--- config.mk ---
export PLATFORM = sky130hd
export DESIGN_NAME = count8_display
export DESIGN_NICKNAME = d
export VERILOG_FILES = /design/src/rtl/count8_display_pkg.sv /design/src/rtl/bin2bcd8.sv /design/src/rtl/count8_display.sv
export SDC_FILE = /design/constraint.sdc
export NUM_CORES = 1
export LEC_CHECK = 0
export CAP_MARGIN = 20
export CORE_ASPECT_RATIO = 0.5
export CORE_UTILIZATION = 30
export CTS_CLUSTER_DIAMETER = 200
export DETAILED_ROUTE_END_ITERATION = 16
export PLACE_DENSITY = 0.47
export SKIP_CTS_REPAIR_TIMING = 1
export SLEW_MARGIN = 20
export SYNTH_ARGS = -nofsm -noshare
export SYNTH_HDL_FRONTEND = slang
export SYNTH_SLANG_ARGS = --single-unit
--- constraint.sdc ---
create_clock -name clk -period 2.24 [get_ports clk]
set_input_delay 0.448 -clock clk [delete_from_list [all_inputs] [get_ports clk]]
set_output_delay 0.448 -clock clk [all_outputs]
set_load 0.005 [all_outputs]
--- src/rtl/count8_display_pkg.sv ---
// Shared types and seven-segment constants for the count8 display stage.
package count8_display_pkg;

  typedef enum logic [1:0] {IDLE, SHIFT, DONE} state_t;
  typedef logic [1:0] digit_t;

  // Active-low segment codes, bit order {g,f,e,d,c,b,a}
  localparam logic [6:0] SEG_0     = 7'h40;
  localparam logic [6:0] SEG_1     = 7'h79;
  localparam logic [6:0] SEG_2     = 7'h24;
  localparam logic [6:0] SEG_3     = 7'h30;
  localparam logic [6:0] SEG_4     = 7'h19;
  localparam logic [6:0] SEG_5     = 7'h12;
  localparam logic [6:0] SEG_6     = 7'h02;
  localparam logic [6:0] SEG_7     = 7'h78;
  localparam logic [6:0] SEG_8     = 7'h00;
  localparam logic [6:0] SEG_9     = 7'h10;
  localparam logic [6:0] SEG_BLANK = 7'h7F;

  function automatic logic [6:0] seg_decode(input logic [3:0] nib);
    case (nib)
      4'd0:    return SEG_0;
      4'd1:    return SEG_1;
      4'd2:    return SEG_2;
      4'd3:    return SEG_3;
      4'd4:    return SEG_4;
      4'd5:    return SEG_5;
      4'd6:    return SEG_6;
      4'd7:    return SEG_7;
      4'd8:    return SEG_8;
      4'd9:    return SEG_9;
      default: return SEG_BLANK;
    endcase
  endfunction

endpackage

--- src/rtl/bin2bcd8.sv ---
// Serial double-dabble converter: 8-bit binary to three BCD digits,
// one conversion every 10 cycles (capture, 8 shifts, write-back).
module bin2bcd8
  import count8_display_pkg::*;
(
  input  logic        clk,
  input  logic        reset,
  input  logic [7:0]  din,
  output logic [11:0] bcd,
  output logic        valid
);

  state_t      state;
  logic [7:0]  shreg;
  logic [11:0] scratch;
  logic [2:0]  bitcnt;
  logic [11:0] adj;

  function automatic logic [3:0] add3(input logic [3:0] n);
    return (n >= 4'd5) ? n + 4'd3 : n;
  endfunction

  always_comb begin
    adj = {add3(scratch[11:8]), add3(scratch[7:4]), add3(scratch[3:0])};
  end

  always_ff @(posedge clk or negedge reset) begin
    if (!reset) begin
      state   <= IDLE;
      shreg   <= '0;
      scratch <= '0;
      bitcnt  <= '0;
      bcd     <= '0;
      valid   <= 1'b0;
    end else begin
      valid <= 1'b0;
      case (state)
        IDLE: begin
          shreg   <= din;
          scratch <= '0;
          bitcnt  <= '0;
          state   <= SHIFT;
        end
        SHIFT: begin
          // Adjust first, then shift; the final shift is never followed by an adjust
          {scratch, shreg} <= {adj[10:0], shreg, 1'b0};
          bitcnt <= bitcnt + 3'd1;
          if (bitcnt == 3'd7) state <= DONE;
        end
        DONE: begin
          bcd   <= scratch;
          valid <= 1'b1;
          state <= IDLE;
        end
        default: state <= IDLE;
      endcase
    end
  end

endmodule

--- src/rtl/count8_display.sv ---
// Count display: converts the counter value to BCD and scans it onto a
// common-anode 3-digit seven-segment display with optional leading-zero blanking.
module count8_display
  import count8_display_pkg::*;
#(
  parameter int SCAN_DIV = 4,
  parameter int BLANK_LZ = 1
) (
  input  logic        clk,
  input  logic        reset,
  input  logic [7:0]  din,
  output logic [11:0] bcd,
  output logic        valid,
  output logic [6:0]  seg,
  output logic [2:0]  an
);

  localparam int PW = (SCAN_DIV > 1) ? $clog2(SCAN_DIV) : 1;
  localparam logic [PW-1:0] PRESC_MAX = PW'(SCAN_DIV - 1);

  logic [PW-1:0] presc;
  digit_t        digit;
  logic [3:0]    nib;
  logic          blank;
  logic [2:0]    an_nx;

  bin2bcd8 u_conv (
    .clk   (clk),
    .reset (reset),
    .din   (din),
    .bcd   (bcd),
    .valid (valid)
  );

  // Scan timing: prescaler wrap advances the digit index
  always_ff @(posedge clk or negedge reset) begin
    if (!reset) begin
      presc <= '0;
      digit <= '0;
    end else if (presc == PRESC_MAX) begin
      presc <= '0;
      digit <= (digit == 2'd2) ? 2'd0 : digit + 2'd1;
    end else begin
      presc <= presc + PW'(1);
    end
  end

  // Digit select and blanking
  always_comb begin
    nib   = bcd[3:0];
    blank = 1'b0;
    an_nx = 3'b110;
    case (digit)
      2'd1: begin
        nib   = bcd[7:4];
        blank = (BLANK_LZ != 0) && (bcd[11:8] == 4'd0) && (bcd[7:4] == 4'd0);
        an_nx = 3'b101;
      end
      2'd2: begin
        nib   = bcd[11:8];
        blank = (BLANK_LZ != 0) && (bcd[11:8] == 4'd0);
        an_nx = 3'b011;
      end
      default: ;
    endcase
  end

  // Output registers: seg and an update together so no mixed digit is shown
  always_ff @(posedge clk or negedge reset) begin
    if (!reset) begin
      seg <= SEG_BLANK;
      an  <= 3'b111;
    end else begin
      seg <= blank ? SEG_BLANK : seg_decode(nib);
      an  <= an_nx;
    end
  end

endmodule

# --- Yosys cells after proc, flatten, opt, wreduce, memory -nomap -nowiden ---
# Memory sizes are Yosys's and may differ from the RTL's.
# Index checks and enable logic that the tools add are counted.
totals:
  ff_bits: 52
  rom_bits: 112
  input_bits: 10
  out_inout_bits: 23
  wordCells: 47
  n_memories: 1
mem_list:
  columns: ["memory", "depth", "word_bits", "rd", "rd_clocked_by_memory_dff", "write_ports", "line_no", "rtl"]
  rows:
  - ["(no name shown)", 16, 7, 1, 0, 0, "count8_display_pkg.sv:21", "case (nib)"]
classes:
  n_addsub: 6
  n_lt_le_gt_ge: 3
  n_eq_ne: 7
  muxes: 15
  reduce_logical: 5
op_table:
  columns: ["op", "count"]
  rows:
  - ["12-bit one-hot mux with 2 select lines", 1]
  - ["8-bit one-hot mux with 2 select lines", 1]
  - ["4-bit by 3-bit greater-or-equal comparator with 1-bit output, second input constant", 3]
  - ["3-bit one-hot mux with 2 select lines", 2]
  - ["4-bit by 2-bit adder with 4-bit output, second input constant", 2]
  - ["4-bit zero test", 2]
  - ["4-bit two-way mux", 2]
  - ["4-bit one-hot mux with 2 select lines", 1]
  - ["7-bit two-way mux", 1]
  - ["2-bit equality test, second input constant", 3]
  - ["2-bit two-way mux", 3]
  - ["2-bit by 1-bit adder with 2-bit output, second input constant", 2]
  - ["2-bit by 1-bit equality test with 1-bit output, second input constant", 2]
  - ["2-bit one-hot mux with 2 select lines", 1]
  - ["3-bit by 1-bit adder with 3-bit output, second input constant", 1]
  - ["3-bit by 2-bit adder with 3-bit output, second input constant", 1]
  - ["3-bit equality test, second input constant", 1]
  - ["3-bit two-way mux", 1]
  - ["2-bit zero test", 1]
  - ["2-bit by 1-bit inequality test with 1-bit output, second input constant", 1]
  - ["1-bit one-hot mux with 2 select lines", 1]
  - ["2-bit nonzero test", 1]
  - ["1-bit logical AND", 1]
  - ["1-bit two-way mux", 1]

# --- Depth between registers and ports, before layout ---
# Gate-level depths: netlist of run 1.
depth:
  ltp_word: 4
  mapped_depth: 9
  mapped_depth_nobuf: 8

# --- Hierarchy ---
# From an unflattened synthesis of run 1, not the netlist that was laid out.
hier_totals:
  cells_unflattened: 243
  hier_area_um2: 2581.2
modules_own_cells:
  columns: ["module", "instances", "cells_per_inst", "area_per_inst_um2", "seq_area_each_um2"]
  rows:
  - ["bin2bcd8", 1, 169, 1784.2, 950.9]
  - ["count8_display", 1, 74, 797.0, 362.8]

# --- Worst setup path after synthesis of run 1 ---
# Ideal clock, no wire load.
synth_timing:
  kind: "register to register"
  start: "register digit[0]"
  end: "register seg[0]"
  setup_ns: 0.066
  t_arrival_ns: 1.774
  t_required_ns: 2.174
  slack_ns: 0.400
  path_stages_with_launch: 8
  path_buffers: 1
  period_less_slack_ns: 1.840
  cell_sequence: "dfrtp_1 > inv_1 > ha_1 > buf_6 > nor2_1 > a21oi_4 > or4b_1 > nand4_1"
synth_via:
  elab_chain_len: 4
  word_cells_on_any_way: 6
  cone_classes: "eq/ne (2); mux (3); memory (1)"
synth_lines:
  columns: ["element", "line_no", "rtl"]
  rows:
  - ["from (decl)", "count8_display.sv:22", "digit_t digit;"]
  - ["from (signal assigned)", "count8_display.sv:42", "digit <= (digit == 2'd2) ? 2'd0 : digit + 2'd1;"]
  - ["2-bit equality test / 2-bit by 1-bit equality test with 1-bit output (equally long branches)", "count8_display.sv:53", "case (digit)"]
  - ["4-bit one-hot mux with 2 select lines", "count8_display.sv:53", null]
  - ["memory read 16 x 7 bit", null, null]
  - ["7-bit two-way mux (*)", "count8_display.sv:74", "seg <= blank ? SEG_BLANK : seg_decode(nib);"]
  - ["to (signal assigned)", "count8_display.sv:74", null]
  - ["to (decl)", "count8_display.sv:14", "output logic [6:0] seg,"]
# Mark *: on every way between the ends. The rest lies on a longest branch, timed or not.
# A chain may end at the register's enable or synchronous reset.

# --- Final worst setup path of run 1 ---
layout_timing:
  start: "register digit[0]"
  end: "register seg[3]"
# The elaborated chain is that of the path after synthesis.

==> results of run 1 <==
==> placed cells by master, fill, tap and decap left out, drive strengths merged <==
cell type,instances
o21ai,35
xor2,2
clkinvlp,1
a211oi,2
o311ai,1
inv,14
and3,1
clkdlybuf4s50,31
nor4,2
and2,2
nand2b,6
o211ai,1
a21o,1
a21oi,10
mux2,8
buf,7
nand3,3
nor3b,4
clkbuf,7
nor2b,1
xnor2,4
or4b,1
nand4,2
dfstp,10
nor2,6
mux2i,8
dfrtp,42
ha,16
o31ai,2
a22oi,4
a22o,2
nand2,33
o32a,1
or2,1
==> critical path, stage by stage, from the launching register on <==
cell     delay (ps)
dfrtp_1         370
inv_1            80
ha_1            420
buf_4           210
a21oi_4         170
inv_1            90
ha_1            300
o21ai_0         180
nand4_1         110
==> cell type report <==
cell class	instances	area share, %
Inverter	14	1.673
Sequential cell	52	41.83
Clock inverter	1	0.2390
Tap cell	112	4.462
Clock buffer	7	4.542
Timing Repair Buffer	38	11.87
Multi-Input combinational cell	159	35.38
==> cell families after synthesis <==
group / Yosys count / synth area share (%)
AND/OR/NAND/NOR: 62 / 11.81
AO/OA/AOI/OAI: 59 / 15.33
flip-flops: 52 / 52.08
buffers and inverters: 24 / 4.018
multiplexers: 16 / 6.746
adder cells (fa/ha/maj): 16 / 7.936
XOR/XNOR: 6 / 2.083
==> registers in the layout (all words and copies together) (netlist names) <==
| signal | flops |
|---|---|
| u_conv.scratch | 12 |
| digit | 2 |
| u_conv.bitcnt | 3 |
| seg | 7 |
| presc | 2 |
| u_conv.valid | 1 |
| u_conv.state | 2 |
| u_conv.shreg | 8 |
| an | 3 |
| u_conv.bcd | 12 |
==> where the power goes <==
group          internal [W]  total (W)  switching [W]
clock network      0.000446   0.000780       0.000335
logic              0.000496   0.000900       0.000404
registers           0.00116    0.00130       0.000146
==> worst paths after layout <==
path | endpoint | slack (ps) | cells past startpoint
max in group asynchronous | an[0] | 1490 | 2
min in group clk | presc[0] | 440 | 1
setup / recovery | seg[3] | 220 | 8
setup reg to reg | seg[3] | 220 | 8
hold reg to reg | presc[0] | 440 | 1
hold / removal | u_conv.valid | 140 | 1
==> routing by layer <==
metal | vias to the layer above | share of wire (%) | GRT usage [%]
met5 | - | 0 | 0
met4 | 0 | 1.0 | 3.924
met3 | 7 | 3.6 | 3.501
met2 | 26 | 45 | 20.37
met1 | 799 | 50 | 15.91
li1 | 880 | - | -
==> metrics by stage <==
step | std cells | setup slack [ps] | power [W] | util [%]
2_1_floorplan | 235 | 399.9 | 0.001831 | -
3_3_place_gp | 375 | 280.0 | 0.002218 | 36.93
3_5_place_dp | 375 | 225.9 | 0.002233 | 36.93
4_1_cts | 383 | 216.0 | 0.003036 | 38.79
5_1_grt | 383 | 42.26 | 0.003196 | 38.84
6_report | 383 | 222.2 | 0.002984 | 38.84
==> flow_summary.toml, run 1 <==
[status]
status = "finished clean"

[synth]
ys_seq_elements = 52
syn_inst = 235
synth_largest_area_cell = "dfrtp_1"
syn-num-nets = 261
synth.top_cell.area_share_pct = 41.67
yosysWarnings = 0
ys_top_cells_by_area = "dfrtp_1 42%, dfstp_2 10%, ha_1 7.9%, o21ai_0 5.4%, nand2_1 4.9%"
synth.most_common_cell = "dfrtp_1"
synth_flop_cell = "dfrtp_1"
seq_area_frac_synth_pct = 52.08
ys_types = 37
synthTopCellsByCount = "42 x dfrtp_1, 33 x nand2_1, 27 x o21ai_0"
async_reset_ff_share_pct = 100.0
synth_edf_count = 0
netlist_area_mm2 = 0.002522
syn_area_per_cell_um2 = 10.73

[grt]
grtUsageTotal_pct = 12.39
grt_max_degree = 26
antenna_found_initial = 0
grt_pass1_vias = 1779
grt-ovfl-total = 0
grt_pass1_wl_um = 8452

[cells_and_area]
multiInputGateArea_mm2 = 0.001111
seq_area_mm2 = 0.001314
syn_to_final_growth_pct = 24.50
fin_area_mm2 = 0.003141
final_layout_size_suffix_gt1_share_pct = 15.13
n_antenna_cell = 0
nFillCells = 799
fin_nets = 296

[power_and_ir_drop]
cellLeakagePower_nw = 1.328
ir_drop_mv = 0.3552
power.density_mw_per_mm2 = 950.2

[timing]
final_max_slew_viol_count = 0
timing.hold.ws_ps = 144.9
worstMarginPinSlew_ps = 551.8
period_share_pct = 90.08
fin_setup_tns_ps = 0
final_hold_viol_count = 0
period_needed_ps = 2018
maxSlewHeadroom_pct = 63.21
fmax_ghz = 0.4956
setup_viol_count_final = 0
rsz0062_at_grt = "false"
finClkSkew_ps = 3.664

[critical_path]
cp-start-kind = "flip-flop"
cp-end-kind = "flip-flop"
reg2reg_from = "digit[0]"
startpoint = "digit[0]"
path_max_fanout = 9
critPathArrivalTime_ps = 2230
critPathRequiredTime_ps = 2450
critPathKind = "reg -> reg"

[cts]
cts_max_path_buffers = 2
cts_tree = "yes"
cts_sinks = 52
root_buffer = "clkbuf_16"
cts_inserted_buffers = 5
htree_levels = 2
clk_latency_ps = 290
path_clk_slew_ps = 70

[placed_design]
hpwlAfterDp_um = 3528
placed_area_mm2 = 0.002987
gp_congestion = 0.7157
port-buffer-count = 32

[floorplanning]
core_mm2 = 0.008087
start_util_pct = 31.19
die_x_um = 131.7
pin_count = 33
chipHeight_um = 66.84
dieArea_mm2 = 0.008801
num_rows = 23

[routing]
drtAntennaViolNets = 0
vias = 1712
wire_per_inst_um = 12.45
drc_errors = 0
avgViaCountPerCell = 4.470
wl_um = 4768
first_pass_iters = 4
dr.first_iter.drc_count = 61

[worst_hold_path]
hold_path.class = "in -> async"

[flow_run]
maxCapViolations = 0
No activity file was read; power rests on OpenSTA's default activity.
==> run 2: changes to the inputs <==
--- a/config.mk
+++ b/config.mk
@@ -7,10 +7,10 @@
 export LEC_CHECK = 0
 export CAP_MARGIN = 20
 export CORE_ASPECT_RATIO = 0.5
-export CORE_UTILIZATION = 30
+export CORE_UTILIZATION = 45
 export CTS_CLUSTER_DIAMETER = 200
 export DETAILED_ROUTE_END_ITERATION = 16
-export PLACE_DENSITY = 0.47
+export PLACE_DENSITY = 0.65
 export SKIP_CTS_REPAIR_TIMING = 1
 export SLEW_MARGIN = 20
 export SYNTH_ARGS = -nofsm -noshare
==> flow_summary.toml, run 2 (synthesized netlist as in run 1, its figures left out) <==
[status]
status = "finished clean"

[floorplanning]
chipHeight_um = 54.94
die_x_um = 107.9
dieArea_mm2 = 0.005927
pin_count = 33
start_util_pct = 48.91
core_mm2 = 0.005157
num_rows = 18

[grt]
grt_pass1_vias = 1697
grt_pass1_wl_um = 7907
antenna_found_initial = 0
grt_max_degree = 53
grt-ovfl-total = 0
grtUsageTotal_pct = 17.55

[timing]
fin_setup_tns_ps = 0
final_hold_viol_count = 0
final_max_slew_viol_count = 0
setup_viol_count_final = 0
finClkSkew_ps = 5.124
fmax_ghz = 0.4833
worstMarginPinSlew_ps = 669.8
rsz0062_at_grt = "false"
period_needed_ps = 2069
maxSlewHeadroom_pct = 55.35
period_share_pct = 92.36

[cts]
cts_max_path_buffers = 2
cts_tree = "yes"
path_clk_slew_ps = 90
clk_latency_ps = 300
cts_sinks = 52
cts_inserted_buffers = 5
htree_levels = 2
root_buffer = "clkbuf_8"

[cells_and_area]
final_common_cell = "dfrtp_1"
final_layout_size_suffix_gt1_share_pct = 14.87
nFillCells = 453
fin_nets = 294
final_cell_mix = "42 x dfrtp_1, 33 x nand2_1, 31 x clkdlybuf4s50_1"
syn_to_final_growth_pct = 19.79
reg_top3 = "u_conv.bcd (12), u_conv.scratch (12), u_conv.shreg (8)"
final_cells = 339
n_antenna_cell = 0

[routing]
wire_per_inst_um = 13.39
drtAntennaViolNets = 0
first_pass_iters = 4
vias = 1746
avgViaCountPerCell = 5.150
drc_errors = 0
wl_um = 4538
dr.first_iter.drc_count = 47

[critical_path]
cp-end-kind = "flip-flop"
critPathRequiredTime_ps = 2460
path_max_fanout = 8
critPathKind = "reg -> reg"
critPathArrivalTime_ps = 2290
cp-start-kind = "flip-flop"

[power_and_ir_drop]
power_frac_comb_pct = 31.9
intPower_w = 0.001981
cellLeakagePower_nw = 1.297
ir_drop_mv = 0.4437
p_switching_w = 0.0008632
p_clk_share_pct = 22.5
p_sw_share_pct = 30.35
power.density_mw_per_mm2 = 941.4
power_frac_seq_pct = 45.6

[placed_design]
port-buffer-count = 32
gp_congestion = 0.7910
hpwlAfterDp_um = 3224
dp.cells = 331

[worst_hold_path]
hold_path.class = "in -> async"

[flow_run]
maxCapViolations = 0
-- run 2: cell types whose count changed in the layout (fill, tap and decap cells not counted), sizes merged --
cell / previous run / this run
clkbuf: 7 / 5
clkinv: 0 / 1
bufinv: 0 / 1
buf: 7 / 5
-- run 2: worst max-delay path, cell delays in order (launching register included) --
cell and delay (ps):
dfrtp_1 390, inv_1 90, ha_1 430, buf_4 220
a21oi_4 170, inv_1 90, ha_1 300, o21ai_0 190
nand4_1 110
-- run 2: metrics by stage --
step / power (W) / area [µm²] / utilization [%] / worst slack, ps / hold WS (ps)
after floorplan: 0.001831 / 2522 / - / 399.9 / 152.4
after global placement: 0.002192 / 2907 / 56.36 / 321.0 / 413.7
after detailed placement: 0.002219 / 2907 / 56.36 / 199.9 / 428.9
after CTS: 0.002868 / 3018 / 58.52 / 104.4 / 267.6
after global routing: 0.003049 / 3022 / 58.59 / 69.40 / 301.1
final: 0.002845 / 3022 / 58.59 / 171.1 / 243.6
-- run 2: power by group through the flow --
stage                     clock network, W  logic (W)  registers [W]
after floorplan                          0   0.000532        0.00130
after global placement                   0   0.000874        0.00132
after detailed placement                 0   0.000903        0.00132
after CTS                         0.000660   0.000910        0.00130
after global routing              0.000705    0.00102        0.00133
final                             0.000640   0.000908        0.00130
-- run 2: final cells by class --
cell class	count	area [µm²]	share of cell area [%]
sequential	52	1314	43.48
multi-input combinational	159	1111	36.77
timing repair buffer	36	345.3	11.43
tap	70	87.58	2.899
clock buffer	5	68.82	2.277
inverter	14	52.55	1.739
clock inverter	3	42.54	1.408
-- run 2: final timing paths --
kind | from | endpoint | slack (ps) | cells after the start
max reg2reg | digit[0] | seg[3] | 170 | 8
max | digit[0] | seg[3] | 170 | 8
max in group asynchronous | reset | u_conv.valid | 1570 | 2
min in group clk | presc[0] | presc[0] | 440 | 1
min | reset | u_conv.shreg[0] | 240 | 2
min reg2reg | presc[0] | presc[0] | 440 | 1
-- run 2: metal layers --
layer | part of all wire, % | wire length, µm | GRT usage, %
met4 | 0.71 | 32 | 3.653
met1 | 49 | 2223 | 22.77
met5 | 0 | 0 | 0
met3 | 3.3 | 149 | 4.215
met2 | 47 | 2133 | 30.88
==> run 3: changes to the inputs <==
--- a/config.mk
+++ b/config.mk
@@ -7,6 +7,7 @@
 export LEC_CHECK = 0
 export CAP_MARGIN = 20
 export CORE_ASPECT_RATIO = 0.5
+export CORE_MARGIN = 2
 export CORE_UTILIZATION = 45
 export CTS_CLUSTER_DIAMETER = 200
 export DETAILED_ROUTE_END_ITERATION = 16
==> flow_summary.toml, run 3 (synthesized netlist as in run 1, its figures left out) <==
[status]
status = "finished clean"

[timing]
final_hold_viol_count = 0
fmax_ghz = 0.4968
setup_ws_ps = 226.9
finClkSkew_ps = 4.903
period_share_pct = 89.87
final_max_slew_viol_count = 0
worstMarginPinSlew_ps = 669.6
period_needed_ps = 2013
rsz0062_at_grt = "false"
setup_viol_count_final = 0
maxSlewHeadroom_pct = 55.36
fin_setup_tns_ps = 0

[routing]
avgViaCountPerCell = 5.111
dr.first_iter.drc_count = 62
vias = 1753
drtAntennaViolNets = 0
first_pass_iters = 4
drc_errors = 0
wl_um = 4515
wire_per_inst_um = 13.16

[grt]
grt_max_degree = 53
grt-ovfl-total = 0
antenna_found_initial = 0
grtUsageTotal_pct = 16.03
grt_pass1_vias = 1641
grt_pass1_wl_um = 7741

[cells_and_area]
final_layout_size_suffix_gt1_share_pct = 14.81
n_antenna_cell = 0
syn_to_final_growth_pct = 20.68
final_cell_mix = "42 x dfrtp_1, 33 x nand2_1, 31 x clkdlybuf4s50_1"
fin_nets = 295
reg_top3 = "u_conv.bcd (12), u_conv.scratch (12), u_conv.shreg (8)"
final_common_cell = "dfrtp_1"

[cts]
htree_levels = 2
cts_tree = "yes"
cts_sinks = 52
cts_inserted_buffers = 5
cts_max_path_buffers = 2
clk_latency_ps = 310
root_buffer = "clkbuf_8"
path_clk_slew_ps = 90

[floorplanning]
start_util_pct = 46.33
num_rows = 19
chipHeight_um = 56.94
core_mm2 = 0.005444
die_x_um = 109.9
dieArea_mm2 = 0.006257
pin_count = 33

[critical_path]
cp-end-kind = "flip-flop"
cp-start-kind = "flip-flop"
critPathKind = "reg -> reg"
critPathRequiredTime_ps = 2470
critPathArrivalTime_ps = 2240
ff2ff_setup_slack_ps = 230
path_max_fanout = 8

[power_and_ir_drop]
power.density_mw_per_mm2 = 954.6
ir_drop_mv = 0.5673
cellLeakagePower_nw = 1.312

[placed_design]
hpwlAfterDp_um = 3109
gp_congestion = 0.7868
place_ws_ps = 236.4
port-buffer-count = 32

[worst_hold_path]
hold_path.class = "in -> async"

[flow_run]
maxCapViolations = 0
## run 3: cell types whose count changed in the layout (fill, tap and decap cells not counted), sizes merged
cell and change:
clkinv -1, buf +1, clkinvlp -1, clkbuf +2
## run 3: worst max-delay path, cell delays in order, from the launching register on
cell and delay, ps:
dfrtp_1 390, inv_1 80, ha_1 410, buf_4 210, a21oi_4 170, inv_1 90
ha_1 300, o21ai_0 160, nand4_1 110
## run 3: cell type report
class                           instances  area, µm²
Timing Repair Buffer                   37      352.8
Fill cell                             488       2400
Inverter                               14      52.55
Sequential cell                        52       1314
Multi-Input combinational cell        159       1107
Tap cell                               73      91.34
Clock buffer                            7      96.34
Clock inverter                          1      30.03
## run 3: power by group
group	switching, W	total [W]	internal (W)	leakage [nW]
Sequential	0.000141	0.00130	0.00116	0.659
Clock	0.000308	0.000702	0.000394	0.0645
Combinational	0.000404	0.000907	0.000503	0.589
## run 3: final timing paths
path / from / depth (start not counted) / endpoint
hold reg to reg: presc[0] / 1 / presc[0]
setup reg to reg: digit[0] / 8 / seg[3]
min in group clk: presc[0] / 1 / presc[0]
max in group asynchronous: reset / 2 / u_conv.bcd[3]
setup / recovery: digit[0] / 8 / seg[3]
hold / removal: reset / 2 / u_conv.bcd[8]
## run 3: per-stage QoR
stage / instances / util, % / total power, W / cell area, µm² / hold slack [ps]
CTS: 343 / 55.92 / 0.002937 / 3044 / 262.4
global placement: 335 / 53.60 / 0.002206 / 2918 / 414.3
finish: 343 / 55.92 / 0.002906 / 3044 / 244.2
detailed placement: 335 / 53.60 / 0.002230 / 2918 / 423.2
global route: 343 / 55.92 / 0.003092 / 3044 / 282.2
floorplan: 235 / - / 0.001831 / 2522 / 152.4
## run 3: routing by layer
metal,GRT usage [%],share of wire [%]
met3,4.457,3.9
met2,25.59,46
met4,5.787,1.5
met5,0,0
met1,21.16,49
